### config.mk
export PLATFORM = sky130hd
export DESIGN_NAME = llr_slice_packer_flat
export DESIGN_NICKNAME = d
export VERILOG_FILES = /design/src/rtl/dna_code_pkg.sv /design/src/rtl/llr_slice_packer_if.sv /design/src/rtl/llr_lane_slice.sv /design/src/rtl/llr_slice_packer.sv /design/src/flat_wrapper.sv
export SDC_FILE = /design/constraint.sdc
export NUM_CORES = 1
export LEC_CHECK = 0
export CAP_MARGIN = 20
export CORE_ASPECT_RATIO = 0.5
export CORE_MARGIN = 2
export CORE_UTILIZATION = 53
export CTS_CLUSTER_SIZE = 28
export DETAILED_ROUTE_END_ITERATION = 8
export GPL_TIMING_DRIVEN = 1
export PLACE_DENSITY_LB_ADDON = 0.3
export SLEW_MARGIN = 20
export SYNTH_ARGS = -nofsm -noshare
export SYNTH_HDL_FRONTEND = slang
export SYNTH_HIERARCHICAL = 1
export SYNTH_SLANG_ARGS = --single-unit
### constraint.sdc
create_clock -name clk -period 5.4 [get_ports clk]
set_input_delay 1.08 -clock clk [delete_from_list [all_inputs] [get_ports clk]]
set_output_delay 1.08 -clock clk [all_outputs]
set_load 0.05 [all_outputs]
### src/rtl/dna_code_pkg.sv
// Shared definitions for the DNA-code receive path: LLR type, slicer state
// encoding and the hard-decision rule used by both the streaming packer and
// the legacy combinational slicer.
package dna_code_pkg;

  localparam int DEFAULT_LLR_W = 32;

  typedef logic signed [DEFAULT_LLR_W-1:0] llr_t;

  typedef enum logic {
    FILL = 1'b0,
    HOLD = 1'b1
  } slice_state_e;

  // Positive LLR means "0 is more likely"; zero carries no information and
  // is resolved to 1.
  function automatic logic llr_hard_bit(input llr_t llr);
    return (llr > 0) ? 1'b0 : 1'b1;
  endfunction

endpackage

### src/rtl/llr_slice_packer_if.sv
// Stream bundle for llr_slice_packer: input beat handshake plus packed
// output word handshake. The packer uses the slave view, its driver the
// master view.
interface llr_slice_packer_if #(
  parameter int LLR_W     = 32,
  parameter int LANES     = 4,
  parameter int BLOCK_LEN = 32
);
  localparam int LEN_W = $clog2(BLOCK_LEN + 1);

  logic                            in_valid;
  logic                            in_ready;
  logic [LANES-1:0][LLR_W-1:0]     in_llr;
  logic                            in_last;
  logic                            out_valid;
  logic                            out_ready;
  logic [BLOCK_LEN-1:0]            out_bits;
  logic [BLOCK_LEN-1:0]            out_erase;
  logic [LEN_W-1:0]                out_len;
  logic                            out_last;

  modport master (
    output in_valid, in_llr, in_last, out_ready,
    input  in_ready, out_valid, out_bits, out_erase, out_len, out_last
  );

  modport slave (
    input  in_valid, in_llr, in_last, out_ready,
    output in_ready, out_valid, out_bits, out_erase, out_len, out_last
  );

endinterface

### src/rtl/llr_lane_slice.sv
// Single-lane combinational slice: hard decision, magnitude and erasure
// flag for one signed LLR against an unsigned threshold.
module llr_lane_slice
  import dna_code_pkg::*;
#(
  parameter int LLR_W = DEFAULT_LLR_W
) (
  input  logic signed [LLR_W-1:0] llr,
  input  logic        [LLR_W-1:0] thr,
  output logic                    hard_bit,
  output logic                    erase
);

  logic [LLR_W-1:0] mag;

  // The shared package rule is used whenever the widths line up; other
  // widths apply the same rule directly (negative or zero slices to 1).
  if (LLR_W == DEFAULT_LLR_W) begin : g_pkg_rule
    assign hard_bit = llr_hard_bit(llr);
  end else begin : g_local_rule
    assign hard_bit = llr[LLR_W-1] | (llr == '0);
  end

  // Magnitude in LLR_W unsigned bits; the most-negative input wraps to
  // exactly 2^(LLR_W-1), which is representable unsigned, so no saturation.
  always_comb begin
    mag = llr[LLR_W-1] ? $unsigned(-llr) : $unsigned(llr);
  end

  assign erase = (mag < thr);

endmodule

### src/rtl/llr_slice_packer.sv
// Streaming LLR hard-decision slicer and packer. Collects LANES LLRs per
// beat into BLOCK_LEN-bit words of hard decisions plus erasure flags.
// Optional feature macro: LLR_SLICE_ERASE_CNT_EN adds per-word erasure
// count (out_erase_cnt) and a saturating running total (erase_total).
module llr_slice_packer
  import dna_code_pkg::*;
#(
  parameter int LLR_W     = 32,
  parameter int LANES     = 4,
  parameter int BLOCK_LEN = 32
) (
  input  logic                             clk,
  input  logic                             rst_n,
  llr_slice_packer_if.slave                bus,
  input  logic [LLR_W-1:0]                 erase_thr
`ifdef LLR_SLICE_ERASE_CNT_EN
  ,
  output logic [$clog2(BLOCK_LEN+1)-1:0]   out_erase_cnt,
  output logic [31:0]                      erase_total
`endif
);

  localparam int BEATS  = BLOCK_LEN / LANES;
  localparam int BEAT_W = (BEATS > 1) ? $clog2(BEATS) : 1;
  localparam int LEN_W  = $clog2(BLOCK_LEN + 1);

  slice_state_e           state_q, state_d;
  logic [BEAT_W-1:0]      beat_cnt_q, beat_cnt_d;
  logic [BLOCK_LEN-1:0]   bits_q, bits_d;
  logic [BLOCK_LEN-1:0]   erase_q, erase_d;
  logic [LEN_W-1:0]       len_q, len_d;
  logic                   last_q, last_d;
  logic [LLR_W-1:0]       thr_q, thr_d;
  logic [LLR_W-1:0]       thr_eff;
  logic [LANES-1:0]       lane_bits;
  logic [LANES-1:0]       lane_erase;
`ifdef LLR_SLICE_ERASE_CNT_EN
  logic [LEN_W-1:0]       cnt_q, cnt_d;
  logic [31:0]            total_q, total_d;
  logic [32:0]            total_sum;
`endif

  // First beat of a word uses the live threshold; later beats use the copy
  // latched on that first beat so mid-word changes have no effect.
  assign thr_eff = (beat_cnt_q == '0) ? erase_thr : thr_q;

  for (genvar g = 0; g < LANES; g++) begin : g_lane
    llr_lane_slice #(.LLR_W(LLR_W)) u_lane (
      .llr      (bus.in_llr[g]),
      .thr      (thr_eff),
      .hard_bit (lane_bits[g]),
      .erase    (lane_erase[g])
    );
  end

  // Next-state logic: fill the word beat by beat, then hold it until the
  // downstream handshake clears the registers for the next word.
  always_comb begin
    state_d    = state_q;
    beat_cnt_d = beat_cnt_q;
    bits_d     = bits_q;
    erase_d    = erase_q;
    len_d      = len_q;
    last_d     = last_q;
    thr_d      = thr_q;
`ifdef LLR_SLICE_ERASE_CNT_EN
    cnt_d      = cnt_q;
    total_d    = total_q;
    total_sum  = {1'b0, total_q} + 33'(cnt_q);
`endif
    case (state_q)
      FILL: begin
        if (bus.in_valid) begin
          bits_d[int'(beat_cnt_q)*LANES +: LANES]  = lane_bits;
          erase_d[int'(beat_cnt_q)*LANES +: LANES] = lane_erase;
          if (beat_cnt_q == '0) begin
            thr_d = erase_thr;
          end
          if ((int'(beat_cnt_q) == BEATS - 1) || bus.in_last) begin
            state_d    = HOLD;
            beat_cnt_d = '0;
            len_d      = LEN_W'((int'(beat_cnt_q) + 1) * LANES);
            last_d     = bus.in_last;
`ifdef LLR_SLICE_ERASE_CNT_EN
            cnt_d = '0;
            for (int k = 0; k < BLOCK_LEN; k++) begin
              cnt_d = cnt_d + LEN_W'(erase_d[k]);
            end
`endif
          end else begin
            beat_cnt_d = beat_cnt_q + BEAT_W'(1);
          end
        end
      end
      HOLD: begin
        if (bus.out_ready) begin
          state_d    = FILL;
          beat_cnt_d = '0;
          bits_d     = '0;
          erase_d    = '0;
          len_d      = '0;
          last_d     = 1'b0;
`ifdef LLR_SLICE_ERASE_CNT_EN
          cnt_d   = '0;
          total_d = total_sum[32] ? 32'hFFFF_FFFF : total_sum[31:0];
`endif
        end
      end
      default: state_d = FILL;
    endcase
  end

  // State and word registers; reset discards any partial word.
  always_ff @(posedge clk or negedge rst_n) begin
    if (!rst_n) begin
      state_q    <= FILL;
      beat_cnt_q <= '0;
      bits_q     <= '0;
      erase_q    <= '0;
      len_q      <= '0;
      last_q     <= 1'b0;
      thr_q      <= '0;
`ifdef LLR_SLICE_ERASE_CNT_EN
      cnt_q      <= '0;
      total_q    <= '0;
`endif
    end else begin
      state_q    <= state_d;
      beat_cnt_q <= beat_cnt_d;
      bits_q     <= bits_d;
      erase_q    <= erase_d;
      len_q      <= len_d;
      last_q     <= last_d;
      thr_q      <= thr_d;
`ifdef LLR_SLICE_ERASE_CNT_EN
      cnt_q      <= cnt_d;
      total_q    <= total_d;
`endif
    end
  end

  assign bus.in_ready  = (state_q == FILL);
  assign bus.out_valid = (state_q == HOLD);
  assign bus.out_bits  = bits_q;
  assign bus.out_erase = erase_q;
  assign bus.out_len   = len_q;
  assign bus.out_last  = last_q;
`ifdef LLR_SLICE_ERASE_CNT_EN
  assign out_erase_cnt = cnt_q;
  assign erase_total   = total_q;
`endif

endmodule
### src/flat_wrapper.sv
// flat-port wrapper written by rule: the top's interface ports become plain ports
module llr_slice_packer_flat import dna_code_pkg::*;
#(
  parameter int LLR_W     = 32,
  parameter int LANES     = 4,
  parameter int BLOCK_LEN = 32
)
  (clk, rst_n, erase_thr, bus_in_valid, bus_in_llr, bus_in_last, bus_out_ready, bus_in_ready, bus_out_valid, bus_out_bits, bus_out_erase, bus_out_len, bus_out_last);
  llr_slice_packer_if #(.LLR_W(LLR_W), .LANES(LANES), .BLOCK_LEN(BLOCK_LEN)) bus_i ();
  input  logic clk;
  input  logic rst_n;
  input  logic [LLR_W-1:0] erase_thr;
  input wire logic [$bits(bus_i.in_valid)-1:0] bus_in_valid;
  input wire logic [$bits(bus_i.in_llr)-1:0] bus_in_llr;
  input wire logic [$bits(bus_i.in_last)-1:0] bus_in_last;
  input wire logic [$bits(bus_i.out_ready)-1:0] bus_out_ready;
  output wire logic [$bits(bus_i.in_ready)-1:0] bus_in_ready;
  output wire logic [$bits(bus_i.out_valid)-1:0] bus_out_valid;
  output wire logic [$bits(bus_i.out_bits)-1:0] bus_out_bits;
  output wire logic [$bits(bus_i.out_erase)-1:0] bus_out_erase;
  output wire logic [$bits(bus_i.out_len)-1:0] bus_out_len;
  output wire logic [$bits(bus_i.out_last)-1:0] bus_out_last;
  assign bus_i.in_valid = bus_in_valid;
  assign bus_i.in_llr = bus_in_llr;
  assign bus_i.in_last = bus_in_last;
  assign bus_i.out_ready = bus_out_ready;
  assign bus_in_ready = bus_i.in_ready;
  assign bus_out_valid = bus_i.out_valid;
  assign bus_out_bits = bus_i.out_bits;
  assign bus_out_erase = bus_i.out_erase;
  assign bus_out_len = bus_i.out_len;
  assign bus_out_last = bus_i.out_last;
  llr_slice_packer #(.LLR_W(LLR_W), .LANES(LANES), .BLOCK_LEN(BLOCK_LEN)) u_core (.clk(clk), .rst_n(rst_n), .bus(bus_i), .erase_thr(erase_thr));
endmodule
**Yosys cells after proc, flatten, opt, wreduce, memory -nomap -nowiden**

Cells that the tools add are included.

- Register bits: 107
- Logic and storage cells: 67
- Output and inout port bits: 73
- Bits of input ports: 165

- Reduce and logical (&&, ||, !) cells: 5
- Add/sub/neg operators: 7
- Shifts and indexed selects: 3
- Multiplexer cells: 32
- Order comparisons: 8
- Bitwise logic cells: 1
- Eq/ne operators: 4

Operators by type and width:

| kind | count |
|---|---|
| $mux 32 | 8 |
| $gt 32x1->1 const B | 4 |
| $lt 32x32->1 | 4 |
| $neg 32->32 | 4 |
| $pmux 32 s2 | 2 |
| $shiftx 4x33->32 | 2 |
| $bwmux 32 | 2 |
| $neg 5->33 | 1 |
| $shift 4x33->32 const A | 1 |
| $mux 6 | 3 |
| $pmux 6 s2 | 1 |
| $mux 1 | 10 |
| $mux 3 | 3 |
| $pmux 3 s2 | 1 |
| $add 3x1->4 const B | 1 |
| $ne 2x2->1 const B | 2 |
| $pmux 1 s2 | 2 |
| $reduce_and 2->1 | 2 |
| $add 3x1->3 const B | 1 |
| $eq 3x1->1 const B | 1 |
| $logic_not 3->1 | 1 |
| $reduce_and 3->1 | 1 |
| $ne 2x1->1 const B | 1 |
| $logic_or 1x1->1 | 1 |
| $not 1->1 | 1 |

**Logic depth before layout (Yosys ltp)**

- Depth after elaboration: 7
- Depth in mapped cells: 17

**Modules after synthesis**

Netlist, hierarchy kept.

Modules (own cells, without submodules):

| module | cells an instance | seq. area each (um^2) | area each (um^2) | times used |
|---|---|---|---|---|
| llr_slice_packer | 489 | 2,627.5 | 4,889.7 | 1 |
| llr_lane_slice at u_core.g_lane[0].u_lane ... | 205 | 0.0 | 1,465.2 | 2 |
| llr_lane_slice at u_core.g_lane[2].u_lane | 202 | 0.0 | 1,445.1 | 1 |
| llr_lane_slice at u_core.g_lane[3].u_lane | 202 | 0.0 | 1,440.1 | 1 |

**Worst setup path after synthesis**

Ideal clock, no wire load.

- Kind: input to register
- Start: input bus_in_llr[105]
- End: register u_core.erase_q[3], in the netlist u_core/bus.out_erase[3]
- Path slack: 1.118 ns
- Buffers on the path: 1
- Library setup time: 0.086 ns
- Cell stages on the path: 14
- Data required time: 5.314 ns
- Arrival time: 4.196 ns
- Cell sequence: or4_4 > or3_4 > or4b_4 > o31ai_4 > xnor2_1 > ha_1 > a21o_1 > a21o_1 > a221oi_1 > o21ai_0 > a21oi_1 > buf_1 > nand2_1 > mux2i_1

- Cells in the longest elaborated chain, start to end: 7

RTL lines:

| item | line | RTL |
|---|---|---|
| start, declared | flat_wrapper.sv:14 | `input wire logic [$bits(bus_i.in_llr)-1:0] bus_in_llr;` |
| $neg 32->32 | llr_lane_slice.sv:27 | `mag = llr[LLR_W-1] ? $unsigned(-llr) : $unsigned(llr);` |
| $mux 32 (*) | llr_lane_slice.sv:27 |  |
| $lt 32x32->1 (*) | llr_lane_slice.sv:30 | `assign erase = (mag < thr);` |
| named net u_core.lane_erase[3] | llr_slice_packer.sv:36 | `logic [LANES-1:0] lane_erase;` |
| $shiftx 4x33->32 (*) | llr_slice_packer.sv:75 | `erase_d[int'(beat_cnt_q)*LANES +: LANES] = lane_erase;` |
| $bwmux 32 (*) | llr_slice_packer.sv:75 |  |
| $mux 32 (*) | llr_slice_packer.sv:73 | `if (bus.in_valid) begin` |
| $pmux 32 s2 (*) | llr_slice_packer.sv:71 | `case (state_q)` |
| end signal, assigned | llr_slice_packer.sv:131 | `erase_q <= erase_d;` |
| end, declared | llr_slice_packer.sv:30 | `logic [BLOCK_LEN-1:0] erase_q, erase_d;` |

The timed path passes the listed nets; every way through them passes the cells marked *. The select of a mux whose other input is x is not followed.
A chain may end at the register's enable or synchronous reset.

**Worst setup path after layout**

- Start: input bus_in_llr[77]
- End: register u_core.erase_q[2], in the netlist u_core/bus.out_erase[2]

The elaborated chain is that of the path after synthesis.

==> results.md <==
* Status: finished, final reports clean
* Setup repair after global routing missed its margin: no
* Number of non-filler instances in the completed layout at 1790
* Maximum clock frequency at 211 MHz
* Register-to-register setup slack at 1.18 ns
* Mux contribution to synthesized area at 4.11%
* Critical path's largest stage delay at 0.56 ns
* Reg2reg end: u_core/bus.out_erase[2]
* Compound-cell area share of the yosys netlist at 17.7%
* Adder-cell share of the synthesized area at 15.8%
* Die area at 21400 um2
* Largest family of logic cells by synthesized area: simple AND/OR/NAND/NOR gates
* Clock Skew at 0.00952 ns
* Wirelength per Cell at 18.1 um
* Post-synth ARST share at 100%
* Antenna cells at 0
* Nets at 1819
* Sequential share of the synthesized area at 24.5%
* Worst Min Path Start: u_core/thr_q[8]
* Total number of H-tree levels at 3
* Power Dens Cells at 269 nW/um2
* Initial core utilization at 54.5%
* Via count of the first global-routing pass at 10400
* Number of buffers added on ports at 235
* Total length of routed wires at 32.5 mm
* Ports at 238
* Worst-case vdd ir drop at 0.205 mV
* Depth of the worst register-to-register path at 13
* Worst setup timing slack at the placement stage at 0.305 ns
* Transition time at the pin with the least slew margin at 1.17 ns
* First drt pass iteration count at 6
* Sequential cell area at 2630 um2
* First-pass GRT wire length at 51.6 mm
* Total CTS buffers at 9
* Reg clk slew, reported paths at 0.08 ns
* CP delay by family, top: simple AND/OR/NAND/NOR gates
* Post-synth cell types at 66
* Hold worst-path end: u_core/thr_q[8]
* Postcts setup bufs at 0
* Setup TNS at 0 ns
* Maximum Capacitance Violations at 0
* Most repeated cell in the gate-level netlist after synthesis: sky130_fd_sc_hd__nand2_1
* Critical path startpoint category: input port
* Number of cells upsized or downsized after cts at 0
* Cell chain of the critical path: clkdlybuf4s50_1, or4_4, or3_1, or3_1, o31ai_1, xnor2_1, ha_1, a21o_1, a21o_1, a221oi_1, o21ai_0, a21oi_1, buf_4, nand2_1, mux2i_1
* Number of cell rows at 36
* DRC violation total after the first TritonRoute iteration at 556
* DP Cell Count at 1774
* Placeable core area at 19600 um2
* Count of buffer and inverter cells on the critical path at 2
* Setup violations, final at 0
* Initial antenna violation count at 0
* Register bit total from synthesis at 105
* Final setup margin at 0.649 ns
* Utilization after layout at 69.2%
* Share of cells above drive strength 1 at 7.87%
* Type of the worst min-delay path: reg2reg
* Remaining antenna violation count after routing at 0
* Final critical-path required period at 4.75 ns
* Detailed-placement wirelength estimate at 26.2 mm
* Hold Crit Depth at 2
* Gp weighted congestion at 0.942
* Area share of the leading cell type in the synthesized netlist at 24.5%
* Critical path peak fanout at 8
* Post-CTS Hold Buffers at 0
* Die boundary height at 104 um
* Synthesis-to-finish area growth at 27.0%
* Critical Path Slowest Stage Cell: sky130_fd_sc_hd__or4_4
* Xor and xnor fraction of the mapped netlist area at 9.49%
* Longest Clk Path Bufs at 2
* Combined area of the multi-input logic cells at 7290 um2
* Number of enable-type register cells in the synthesized netlist at 0
* DR vias at 10500
* CTS tree: built
* Biggest area contributors in the synthesized netlist: sky130_fd_sc_hd__dfrtp_1, sky130_fd_sc_hd__ha_1, sky130_fd_sc_hd__xnor2_1
* Per-instance average area after synthesis at 8.22 um2
* Die Wd at 205 um
* RR Startpoint: u_core/beat_cnt_q[0]
* Leakage power at 6.08 nW
* Type of the setup path with the least slack: in2reg
* Post-synthesis instance total at 1303
* Count of endpoints failing hold in the final timing report at 0
* Via-per-instance ratio at 5.87
* Predominant post-synthesis flop cell: sky130_fd_sc_hd__dfrtp_1
* Fillcell total at 1602
* Ys Warns at 6
* Grt total ovfl at 0
* Crit path DAT at 5.01 ns
* Ranking of synthesized cells by instance count: sky130_fd_sc_hd__nand2_1, sky130_fd_sc_hd__inv_1, sky130_fd_sc_hd__ha_1
* Portion of the clock cycle consumed by the worst path in the final layout at 88.0%
* Worst Path Required at 5.66 ns
* Largest net degree at the start of global routing at 66
* Top cell type by total area after synthesis: sky130_fd_sc_hd__dfrtp_1
* Number of pins with negative max-slew slack in the final report at 0
* Aggregate global-route resource usage at 30.1%
* Area fraction in and, or, nand and nor cells after synthesis at 20.9%
* Cell Area, Synth at 10700 um2
* Slew Limit Headroom at 21.4%
* Worst-Skew Late Latency at 0.35 ns
* Capturing element type of the critical path: flop
* Sinks on the clock net at 105
* Final routed DRC violation total at 0
* Clk Tree Root Cell: sky130_fd_sc_hd__clkbuf_16
==> through the flow <==
step	hold WS [ns]	cell area [um2]	power [mW]
detailed placement	0.459	13300	2.98
floorplan	0.442	10700	2.28
global placement	0.453	13300	2.87
finish	0.473	13600	3.66
CTS	0.478	13600	3.64
global route	0.494	13600	3.94
==> cells in the final DEF (no fill, tap or decap), types with 9 or more instances in the layout <==
cell type / count
sky130_fd_sc_hd__nand3_1: 43
sky130_fd_sc_hd__o41ai_1: 13
sky130_fd_sc_hd__nor4_1: 10
sky130_fd_sc_hd__inv_1: 150
sky130_fd_sc_hd__a21oi_1: 48
sky130_fd_sc_hd__a22o_1: 23
sky130_fd_sc_hd__or4_1: 15
sky130_fd_sc_hd__nor2_1: 41
sky130_fd_sc_hd__and4_1: 10
sky130_fd_sc_hd__dfrtp_1: 105
sky130_fd_sc_hd__mux2_2: 32
sky130_fd_sc_hd__o21ai_0: 82
sky130_fd_sc_hd__or3_1: 9
sky130_fd_sc_hd__o31ai_1: 28
sky130_fd_sc_hd__buf_4: 19
sky130_fd_sc_hd__clkbuf_16: 9
sky130_fd_sc_hd__nand4_1: 13
sky130_fd_sc_hd__nor3_1: 12
sky130_fd_sc_hd__xnor2_1: 114
sky130_fd_sc_hd__ha_1: 134
sky130_fd_sc_hd__nand2_1: 218
sky130_fd_sc_hd__clkdlybuf4s50_1: 234
sky130_fd_sc_hd__nand2b_1: 20
==> tightest hold or removal path, stage by stage (launching register included) <==
cell	delay (ns)
sky130_fd_sc_hd__dfrtp_1	0.34
sky130_fd_sc_hd__nand2_1	0.05
sky130_fd_sc_hd__nand2_1	0.05
==> power breakdown <==
group          internal (mW)  leakage (nW)  switching [mW]
Clock                  0.327         0.146           0.334
Combinational          0.819          4.53            1.22
Sequential             0.894          1.40          0.0732
==> sequential cells by signal, summed over array words and instances (netlist names) <==
name / count
u_core/bus.out_bits: 32
u_core/bus.out_erase: 32
u_core/thr_q: 32
u_core/bus.out_len: 4
u_core/beat_cnt_q: 3
u_core/bus.out_last: 1
u_core/bus.out_valid: 1
==> layer usage <==
metal	GRT usage, %	part of all wire [%]
met1	38.3	42
met2	51.9	48
met3	5.45	7.5
met4	9.10	2.6
met5	0	0
==> worst max path at each step <==
stage	startpoint	to	depth (start not counted)
3_3_place_gp	bus_in_llr[77]	u_core/bus.out_erase[2]	15
4_1_cts	bus_in_llr[77]	u_core/bus.out_erase[2]	15
5_1_grt	bus_in_llr[68]	u_core/bus.out_erase[2]	16
2_1_floorplan	bus_in_llr[105]	u_core/bus.out_erase[3]	14
6_report	bus_in_llr[77]	u_core/bus.out_erase[2]	15
3_5_place_dp	bus_in_llr[77]	u_core/bus.out_erase[2]	15
==> cells by family (layout without fill, tap and decap cells) <==
kind of cell    count (synthesis)  count (layout)
mux                            40              40
other cells                     1               2
fa+ha+maj                     135             135
compound gates                269             269
buf+inv                       199             419
simple gates                  438             438
flops                         105             105
xor+xnor                      116             116
==> final cells by class <==
class	instances	share of cell area [%]
tap	266	2.45
clock inverter	7	0.534
sequential	105	19.3
timing repair buffer	253	18.3
inverter	150	4.14
clock buffer	9	1.66
multi-input combinational	1000	53.6
(Power assumes the default switching activity.)
